**src/rtl/fpu_sequencer.sv**
```systemverilog
// Control sequencer for a floating-point add/sub/mul datapath.
// Walks each operation through unpack, exponent alignment (add/sub only),
// the mantissa operation, normalization, rounding and register write-back.
// Every output is decoded from the current state and the shift counter.
// The two shift enables also look at the matching datapath status input.
module fpu_sequencer (
  input  logic       clk,
  input  logic       reset,
  input  logic       Start,
  input  logic [1:0] FPOp,
  input  logic       Flush,
  input  logic       Special,
  input  logic       AlignDone,
  input  logic       NormDone,
  output logic       LoadOperands,
  output logic       AlignShiftEn,
  output logic       NormShiftEn,
  output logic       RoundEn,
  output logic [1:0] MantOp,
  output logic       FPUWrite,
  output logic       Busy,
  output logic       Done
);

  typedef enum logic [2:0] {
    S_IDLE,
    S_UNPACK,
    S_ALIGN,
    S_ADD,
    S_MUL,
    S_NORM,
    S_ROUND,
    S_WRITE
  } state_t;

  localparam logic [1:0] OP_ADD      = 2'b00;
  localparam logic [1:0] OP_MUL      = 2'b10;
  localparam logic [1:0] OP_RESERVED = 2'b11;

  localparam logic [1:0] MANT_HOLD = 2'b00;
  localparam logic [1:0] MANT_ADD  = 2'b01;
  localparam logic [1:0] MANT_SUB  = 2'b10;
  localparam logic [1:0] MANT_MUL  = 2'b11;

  // A phase may shift at most 24 times. The phase is left on the cycle whose
  // increment brings the count to 24, so saturation gives exactly 24 shift
  // cycles and the mantissa op follows immediately.
  localparam logic [4:0] SHIFT_LIMIT = 5'd24;
  localparam logic [4:0] SHIFT_LAST  = 5'd23;
  localparam logic [4:0] MUL_LAST    = 5'd3;

  state_t     state_q, state_d;
  logic [1:0] op_q, op_d;
  logic [4:0] cnt_q, cnt_d;

  // State, latched operation and shift counter registers.
  always_ff @(posedge clk or posedge reset) begin
    if (reset) begin
      state_q <= S_IDLE;
      op_q    <= 2'b00;
      cnt_q   <= 5'd0;
    end else begin
      state_q <= state_d;
      op_q    <= op_d;
      cnt_q   <= cnt_d;
    end
  end

  // Next-state logic. The operation register is loaded only on acceptance in IDLE.
  always_comb begin
    state_d = state_q;
    op_d    = op_q;
    case (state_q)
      S_IDLE: begin
        if (Start && (FPOp != OP_RESERVED)) begin
          op_d    = FPOp;
          state_d = S_UNPACK;
        end
      end
      S_UNPACK: begin
        if (Special)              state_d = S_WRITE;
        else if (op_q == OP_MUL)  state_d = S_MUL;
        else                      state_d = S_ALIGN;
      end
      S_ALIGN: begin
        if (AlignDone || (cnt_q == SHIFT_LAST)) state_d = S_ADD;
      end
      S_ADD:   state_d = S_NORM;
      S_MUL: begin
        if (cnt_q == MUL_LAST) state_d = S_NORM;
      end
      S_NORM: begin
        if (NormDone || (cnt_q == SHIFT_LAST)) state_d = S_ROUND;
      end
      S_ROUND: state_d = S_WRITE;
      S_WRITE: state_d = S_IDLE;
      default: state_d = S_IDLE;
    endcase
    // Abort wins over everything, including a Start seen in the same cycle.
    if (Flush) begin
      state_d = S_IDLE;
      op_d    = op_q;
    end
  end

  // Shift counter: cleared on any state change, counts cycles inside the timed phases.
  always_comb begin
    cnt_d = cnt_q;
    if (state_d != state_q) begin
      cnt_d = 5'd0;
    end else if ((state_q == S_ALIGN) || (state_q == S_MUL) || (state_q == S_NORM)) begin
      cnt_d = cnt_q + 5'd1;
    end
  end

  // Output decode from state and counter; IDLE (and therefore reset) drives all zeros.
  always_comb begin
    LoadOperands = 1'b0;
    AlignShiftEn = 1'b0;
    NormShiftEn  = 1'b0;
    RoundEn      = 1'b0;
    MantOp       = MANT_HOLD;
    FPUWrite     = 1'b0;
    Busy         = (state_q != S_IDLE);
    Done         = 1'b0;
    case (state_q)
      S_UNPACK: LoadOperands = 1'b1;
      S_ALIGN:  AlignShiftEn = !AlignDone && (cnt_q < SHIFT_LIMIT);
      S_ADD:    MantOp = (op_q == OP_ADD) ? MANT_ADD : MANT_SUB;
      S_MUL:    MantOp = MANT_MUL;
      S_NORM:   NormShiftEn = !NormDone && (cnt_q < SHIFT_LIMIT);
      S_ROUND:  RoundEn = 1'b1;
      S_WRITE: begin
        FPUWrite = 1'b1;
        Done     = 1'b1;
      end
      default: ;
    endcase
  end

endmodule

```
**config.mk**
```make
export PLATFORM = sky130hd
export DESIGN_NAME = fpu_sequencer
export DESIGN_NICKNAME = d
export VERILOG_FILES = /design/src/rtl/fpu_sequencer.sv
export SDC_FILE = /design/constraint.sdc
export NUM_CORES = 1
export LEC_CHECK = 0
export ABC_AREA = 1
export BUFFER_PORTS_ARGS = -buffer_cell sky130_fd_sc_hd__buf_2
export CORE_MARGIN = 2
export CORE_UTILIZATION = 30
export CTS_CLUSTER_DIAMETER = 100
export CTS_CLUSTER_SIZE = 10
export DETAILED_ROUTE_END_ITERATION = 8
export HOLD_SLACK_MARGIN = 0.12
export PLACE_DENSITY = 0.46
export SLEW_MARGIN = 20
export SYNTH_ARGS = -nofsm -noshare
export SYNTH_HDL_FRONTEND = slang
export SYNTH_SLANG_ARGS = --single-unit
```
**constraint.sdc**
```tcl
create_clock -name clk -period 1.85 [get_ports clk]
set_input_delay 0.0925 -clock clk [delete_from_list [all_inputs] [get_ports clk]]
set_output_delay 0.0925 -clock clk [all_outputs]
set_load 0.02 [all_outputs]
```
[After elaboration in Yosys (flattened, before gate mapping)]
Index checks and enable logic that the tools add are counted.
Storage, ports and cells
  register bits after elaboration: 10
  output and inout port bits: 9
Cells by class
  $add $sub $neg: 1
  magnitude comparators: 1
  equality and inequality tests: 12
  mux-type cells: 17
  bitwise operators: 1
  reductions and logical operators: 14
Operators with widths (number)
  3-bit one-hot mux with 8 select lines: 1
  3-bit 2-to-1 mux: 7
  3-bit == test, second input constant: 4
  5-bit 2-to-1 mux: 2
  3-bit by 2-bit == test with 1-bit output, second input constant: 2
  5-bit by 1-bit adder with 5-bit output, second input constant: 1
  5-bit by 2-bit == test with 1-bit output, second input constant: 1
  5-bit == test, second input constant: 1
  5-bit < comparator, second input constant: 1
  1-bit 2-to-1 mux: 5
  1-bit logical OR: 4
  2-bit one-hot mux with 2 select lines: 1
  3-bit by 1-bit == test with 1-bit output, second input constant: 1
  1-bit logical AND: 3
  3-bit zero test: 1
  3-bit != test: 1
  3-bit AND reduction: 1
  3-bit nonzero test: 1
  2-bit == test, second input constant: 1
  1-bit zero test: 2
  2-bit zero test: 1
  2-bit 2-to-1 mux: 1
  2-bit != test, second input constant: 1
  2-bit nonzero test: 1
  1-bit inverter: 1

[Logic depth before layout (Yosys ltp)]
Gate-level depths: netlist of run 1.
  word-level depth: 7
  depth in mapped cells: 14
  mapped depth without buffers: 14

[Worst setup path after synthesis of run 1]
Ideal clock, no wire load.
  path type: register to register
  start point: register state_q[2]
  end point: register cnt_q[0]
  setup time: 0.120 ns
  data arrival time: 1.433 ns
  required time: 1.730 ns
  setup slack: 0.297 ns
  stages on the path, launching flop included: 12
  path buffers: 1
  period minus slack after synthesis: 1.553 ns
  path through: dfrtp_1 -> buf_4 -> inv_1 -> nand3_1 -> nand3_1 -> nor2_1 -> nand2_1 -> nand2_1 -> nand2_1 -> nand2_1 -> nand2_2 -> nor2_1
On the way
  word-level cells in the longest chain between the ends: 5
  elaborated cells on any way between the ends: 19
RTL lines
  from (decl): RTL line 52  | state_t state_q, state_d;
  from (signal assigned): RTL line 63  | state_q <= state_d;
  3-bit == test (tied with other cells): RTL line 73  | case (state_q)
  3-bit one-hot mux with 8 select lines: RTL line 73
  3-bit 2-to-1 mux: RTL line 100  | if (Flush) begin
  3-bit != test: RTL line 109  | if (state_d != state_q) begin
  5-bit 2-to-1 mux or 2-bit nonzero test (tied branches)
  to (signal assigned): RTL line 65  | cnt_q <= cnt_d;
  to (decl): RTL line 54  | logic [4:0] cnt_q, cnt_d;
Several ways; a longest one is shown, not always the timed one.
A chain may end at the register's enable or synchronous reset.

[Worst setup path in the final report of run 1]
  start point: register cnt_q[0]
  end point: register cnt_q[3]
On the way
  word-level cells in the longest chain between the ends: 7
  elaborated cells on any way between the ends: 14
RTL lines (RTL line)
  5-bit == test: 86, 93
  1-bit logical OR, on equally long branches: 93, 86
  3-bit 2-to-1 mux, on equally long branches: 93, 86
  3-bit one-hot mux with 8 select lines: 73
  3-bit 2-to-1 mux: 100
  3-bit != test: 109
  5-bit 2-to-1 mux or 2-bit nonzero test (tied branches)
Several ways; a longest one is shown, not always the timed one. The select of a mux whose other input is x is not followed.

==> out/metrics.cfg, run 1 <==
[timing]
post-route-period-util = 0.871
setup_viol = 0
final.setup_skew_ns = 0.00131
worst_slack_ns = 0.239
fmax_mhz = 621
setup_tns_ns = 0
tightestPinTransition_ns = 0.381
hold_viol = 0
slew-limit-headroom = 0.745
grt_setup_unrepaired = false
hold_ws_ns = 0.182
fin_crit_ns = 1.61
drv_slew = 0

[yosys]
synth_top_cell_by_area = dfrtp_1
avgSynthCellArea_sq_um = 6.28
synth_cells = 121
syn-num-nets = 131
synth_seq_cells = 10
synth_area_leaders = dfrtp_1 33%, nand2_1 18%, inv_1 11%
synth-seq-area-share = 0.329
syn_area_sq_um = 759
synth.top_cell.area_share = 0.329
synth_cell_types = 20
ys_warn_count = 0

[run_status]
status = finished, final reports clean

[die]
ios = 18
core_sq_um = 2430
die_x_microns = 54.3
initial_utilization = 0.312
core.rowCount = 18
die_y_microns = 54.3
dieArea_sq_um = 2950

[flow_run]
max_cap_viol_count = 0

[hold_path]
hold_start = Flush
min_path_type = in -> reg

[placed_design]
placedCellCount = 166
gp_congestion = 0.718
hpwl_mm = 1.39
io_buffers = 17
pre_cts_slack_ns = 0.230
placed_cell_area_sq_um = 867

[clocking]
hold_buffers = 3
clock_path_buffers = 2
cts_resized = 0
htreeDepth = 1
post_cts_buffers = 0
clkTransAtPathRegs_ns = 0.06
cts_tree = yes
cts_inserted_buffers = 3
root_buffer = clkbuf_4
clk-insertion-delay-late_ns = 0.26
cts_sinks = 10

[critical_path]
cp_max_fo = 5
rr_startpoint = cnt_q[0]
arrival_ns = 1.76
crit_required_ns = 2.00
critPathKind = reg -> reg
crit_path_start_kind = flop
cp-startpoint = cnt_q[0]
endpoint_kind = flop

[cells_and_area]
fin_cells = 172
final_area_sq_um = 920
drive_gt1_frac = 0.218
nNetsFinal = 154
final_core_util = 0.378
n_antenna_cell = 0
fillers = 291
area_growth_pct = 21.1

[power]
powerDensity_nw_per_um2 = 1200
vdd_drop_max_mv = 0.637
total_power_mw = 1.11
p_leak_nw = 0.537

[drt]
drc = 0
vias = 757
wl_per_cell_microns = 9.63
ant_nets = 0
drt-total-wl_mm = 1.66
initialDrtViolationCount = 17
vias_per_cell = 4.40
first_pass_iters = 4

[global_routing]
grt_first_pass_wirelength_mm = 2.77
grt-ovfl-total = 0
grt_pass1_vias = 669
grt_max_degree = 11
antenna_found_initial = 0
track_usage = 0.136

## cells in the final DEF (no fill, tap or decap), types with 3 or more instances in the layout
master and n:
nor2_2 5, inv_1 23, nor2_1 13, a21oi_1 3
o21ai_0 6, nand3_1 8, inv_2 3, xor2_1 3
clkbuf_4 3, nand2_1 36, dfrtp_1 10, dlygate4sd3_1 3
buf_2 17
## report_power, final
group          leakage, nW  switching (mW)  internal [mW]
Clock               0.0138          0.0696         0.0749
Combinational        0.389           0.408          0.209
Sequential           0.134          0.0766          0.270
## state kept, by name (all words and copies together) (netlist names)
| name | count |
|---|---|
| cnt_q | 5 |
| state_q | 3 |
| op_q | 2 |
## cell usage after synthesis
library cell,instances
nand2_1,36
inv_1,23
nor2_1,13
dfrtp_1,10
nand3_1,8
o21ai_0,6
nor2_2,5
a21oi_1,3
inv_2,3
xor2_1,3
buf_4,2
ha_1,1
nand2_2,1
nand2_4,1
nand4_1,1
nor3_1,1
nor4_1,1
o31ai_1,1
or2_2,1
xnor2_1,1
## layer usage
| layer | GRT usage | routed length [microns] |
|---|---|---|
| met3 | 0.0246 | 81 |
| met2 | 0.209 | 723 |
| met4 | 0.0875 | 42 |
| met1 | 0.173 | 808 |
| met5 | 0 | 0 |
## final cells by class
class / instances / area (sq um) / area share
Tap cell: 30 / 37.5 / 0.0408
Timing Repair Buffer: 20 / 115 / 0.125
Sequential cell: 10 / 250 / 0.272
Multi-Input combinational cell: 83 / 397 / 0.431
Clock buffer: 3 / 22.5 / 0.0245
Inverter: 26 / 97.6 / 0.106
## critical path: stages, from the launching register on
cell and delay, ns:
dfrtp_1 0.41, ha_1 0.24, nand2_1 0.10, inv_1 0.05, nand2_1 0.10, nand3_1 0.08, nand2_1 0.07, inv_1 0.04
nand2_1 0.07, nand2_1 0.07, nand2_1 0.06, nand2_1 0.06, nand2_2 0.10, nor2_1 0.05
## path summary, 6_finish.rpt
check	endpoint	slack, ns	cells after the start
setup / recovery	cnt_q[3]	0.24	13
hold / removal	state_q[2]	0.18	4
setup reg to reg	cnt_q[3]	0.24	13
hold reg to reg	op_q[0]	0.58	2
max in group asynchronous	cnt_q[2]	1.24	3
min in group asynchronous	state_q[1]	0.34	3
## cell families (layout without fill, tap and decap cells)
| family | after synthesis | in the layout | synth area share |
|---|---|---|---|
| simple gates | 68 | 68 | 0.390 |
| xor+xnor | 4 | 4 | 0.0461 |
| flops | 10 | 10 | 0.329 |
| compound gates | 10 | 10 | 0.0692 |
| buf+inv | 28 | 49 | 0.148 |
| fa+ha+maj | 1 | 1 | 0.0165 |
(Power assumes the default switching activity.)
==> run 2, diff against run 1 <==
- SETUP_SLACK_MARGIN: not set -> 0.3
==> run 2 against run 1 <==
Net effect: sequential cell count did not move; critical path depth stayed put; sequential power grew 6.6%; largest cell class unchanged; count of clock-buffer cells in the layout unchanged; non-clock buffer count rose by 7; critical endpoint is now cnt_q[2].
==> out/metrics.cfg, run 2 (same netlist as run 1, synthesis figures left out) <==
[run_status]
status = finished, final reports clean

[timing]
hold_viol = 0  ; unchanged
slew-limit-headroom = 0.753  ; +0.00801
hold_ws_ns = 0.128  ; -0.0539 ns
tightestPinTransition_ns = 0.369  ; -0.0120 ns
fmax_mhz = 659  ; +6.2%
drv_slew = 0  ; unchanged
final.setup_skew_ns = 0.000302  ; -0.00101 ns
grt_setup_unrepaired = true
fin_crit_ns = 1.52  ; -0.0936 ns
post-route-period-util = 0.820  ; -0.0506
setup_tns_ns = 0  ; unchanged
setup_viol = 0  ; unchanged

[drt]
initialDrtViolationCount = 10  ; -7
drt-total-wl_mm = 1.77  ; +6.8%
ant_nets = 0  ; unchanged
first_pass_iters = 4  ; unchanged
drc = 0  ; unchanged
vias_per_cell = 4.54  ; +3.2%
wl_per_cell_microns = 9.89  ; +2.6%
vias = 813  ; +7.4%

[die]
core.rowCount = 18  ; unchanged
dieArea_sq_um = 2950  ; unchanged
die_y_microns = 54.3  ; unchanged
die_x_microns = 54.3  ; unchanged
ios = 18  ; unchanged
core_sq_um = 2430  ; unchanged
initial_utilization = 0.312  ; unchanged

[power]
p_seq_frac = 0.274  ; -0.039
p_leak_nw = 0.601  ; +12%
power_frac_comb = 0.627  ; +0.071
vdd_drop_max_mv = 0.741  ; +16%
power_switching_mw = 0.662  ; +20%
swShare = 0.491  ; -0.00889
internal_power_mw = 0.686  ; +24%
powerDensity_nw_per_um2 = 1230  ; +1.9%
clockPowerShare = 0.099  ; -0.032

[critical_path]
crit_path_start_kind = flop
crit_slowest_cell = dfrtp_1
crit_required_ns = 2.03  ; +0.03 ns
slowest_delay_ns = 0.41  ; about the same
endpoint_kind = flop
worstPathCellList = ha_4, nand2_4, inv_2, nand2_2, nand2_1, nand2_1, nand2_2, nand2_2, nand2_1, nand2_1, nor2_2, nand2_2, nor2_1
arrival_ns = 1.70  ; -0.06 ns
r2r_slack_ns = 0.33  ; +0.09 ns
cp_num_buf_inv = 1  ; -1
cp_top_family = simple AND/OR/NAND/NOR gates
cp_max_fo = 5  ; unchanged
crit_cells = 13  ; unchanged
reg2regPathDepth = 13  ; unchanged
critPathKind = reg -> reg

[hold_path]
min_path_type = in -> reg
hold_depth = 3  ; -1

[clocking]
clk-insertion-delay-late_ns = 0.24  ; -0.02 ns
root_buffer = clkbuf_4
clock_path_buffers = 2  ; unchanged
htreeDepth = 1  ; unchanged
cts_tree = yes
cts_inserted_buffers = 3  ; unchanged
clkTransAtPathRegs_ns = 0.06  ; about the same
cts_sinks = 10  ; unchanged

[cells_and_area]
nNetsFinal = 161  ; +4.5%
layout_commonest_cell = nand2_1
reg_top3 = cnt_q x5, state_q x3, op_q x2
final_cell_mix = 25 x nand2_1, 20 x inv_1, 17 x buf_2
area_growth_pct = 44.6
top_register = cnt_q
n_antenna_cell = 0  ; unchanged
fillers = 272  ; -6.5%
drive_gt1_frac = 0.456  ; +0.238
largest_reg_flops = 5  ; unchanged

[global_routing]
track_usage = 0.126  ; -0.00930
antenna_found_initial = 0  ; unchanged
grt_max_degree = 11  ; unchanged
grt_first_pass_wirelength_mm = 2.71  ; -2.0%
grt_pass1_vias = 663  ; -0.90%
grt-ovfl-total = 0  ; unchanged

[placed_design]
io_buffers = 17  ; unchanged
gp_congestion = 0.744  ; +3.7%
hpwl_mm = 1.34  ; -3.6%

[flow_run]
max_cap_viol_count = 0  ; unchanged

[run 2: through the flow]
step	area, sq um	setup WS [ns]	power [mW]	utilization	std cells
6_report	1100	0.333	1.35	0.452	179
5_1_grt	1100	0.193	1.47	0.452	179
4_1_cts	921	0.299	1.13	0.379	171
3_5_place_dp	872	0.198	0.974	0.359	166
3_3_place_gp	872	0.177	0.980	0.359	166
2_1_floorplan	764	0.360	0.830	-	121
[run 2: final cells by class]
type / count / area (sq um) / area share
tap: 30 / 37.5 / 0.0342
timing repair buffer: 27 / 175 / 0.159
inverter: 26 / 100 / 0.0911
sequential: 10 / 254 / 0.231
clock buffer: 3 / 22.5 / 0.0205
multi-input combinational: 83 / 509 / 0.464
[run 2: power by group through the flow]
| stage | sequential (mW) | combinational (mW) | clock [mW] |
|---|---|---|---|
| final | 0.370 | 0.845 | 0.134 |
| after global routing | 0.378 | 0.949 | 0.147 |
| after CTS | 0.347 | 0.639 | 0.139 |
| after detailed placement | 0.349 | 0.625 | 0 |
| after global placement | 0.349 | 0.630 | 0 |
| after floorplan | 0.317 | 0.513 | 0 |
[run 2: layer usage]
metal / vias up / wire [microns] / GRT usage
li1: 426 / - / -
met5: - / 0 / 0
met3: 2 / 46 / 0.0164
met1: 376 / 865 / 0.179
met2: 9 / 836 / 0.193
met4: 0 / 21 / 0.0500
[run 2: repair_timing]
| item | 4_1_cts | 5_1_grt |
|---|---|---|
| resized for setup | 5 | 32 |
| hold buffers | 1 | 0 |
| endpoints found under the hold margin | 10 | 0 |
| buffers inserted | 1 | 8 |
| pin swaps | 1 | 13 |
| setup endpoints to repair | 6 | 8 |
[run 2: final timing paths]
kind | end | start
max | cnt_q[2] | cnt_q[1]
min | op_q[1] | FPOp[1]
max reg2reg | cnt_q[2] | cnt_q[1]
min reg2reg | op_q[0] | op_q[0]
max in group asynchronous | state_q[1] | reset
min in group asynchronous | cnt_q[0] | reset
[run 2: worst register-to-register path, stage by stage (launching register included)]
cell,delay (ns)
dfrtp_1,0.41
ha_4,0.18
nand2_4,0.05
inv_2,0.05
nand2_2,0.06
nand2_1,0.07
nand2_1,0.06
nand2_2,0.09
nand2_2,0.05
nand2_1,0.06
nand2_1,0.06
nor2_2,0.11
nand2_2,0.10
nor2_1,0.11
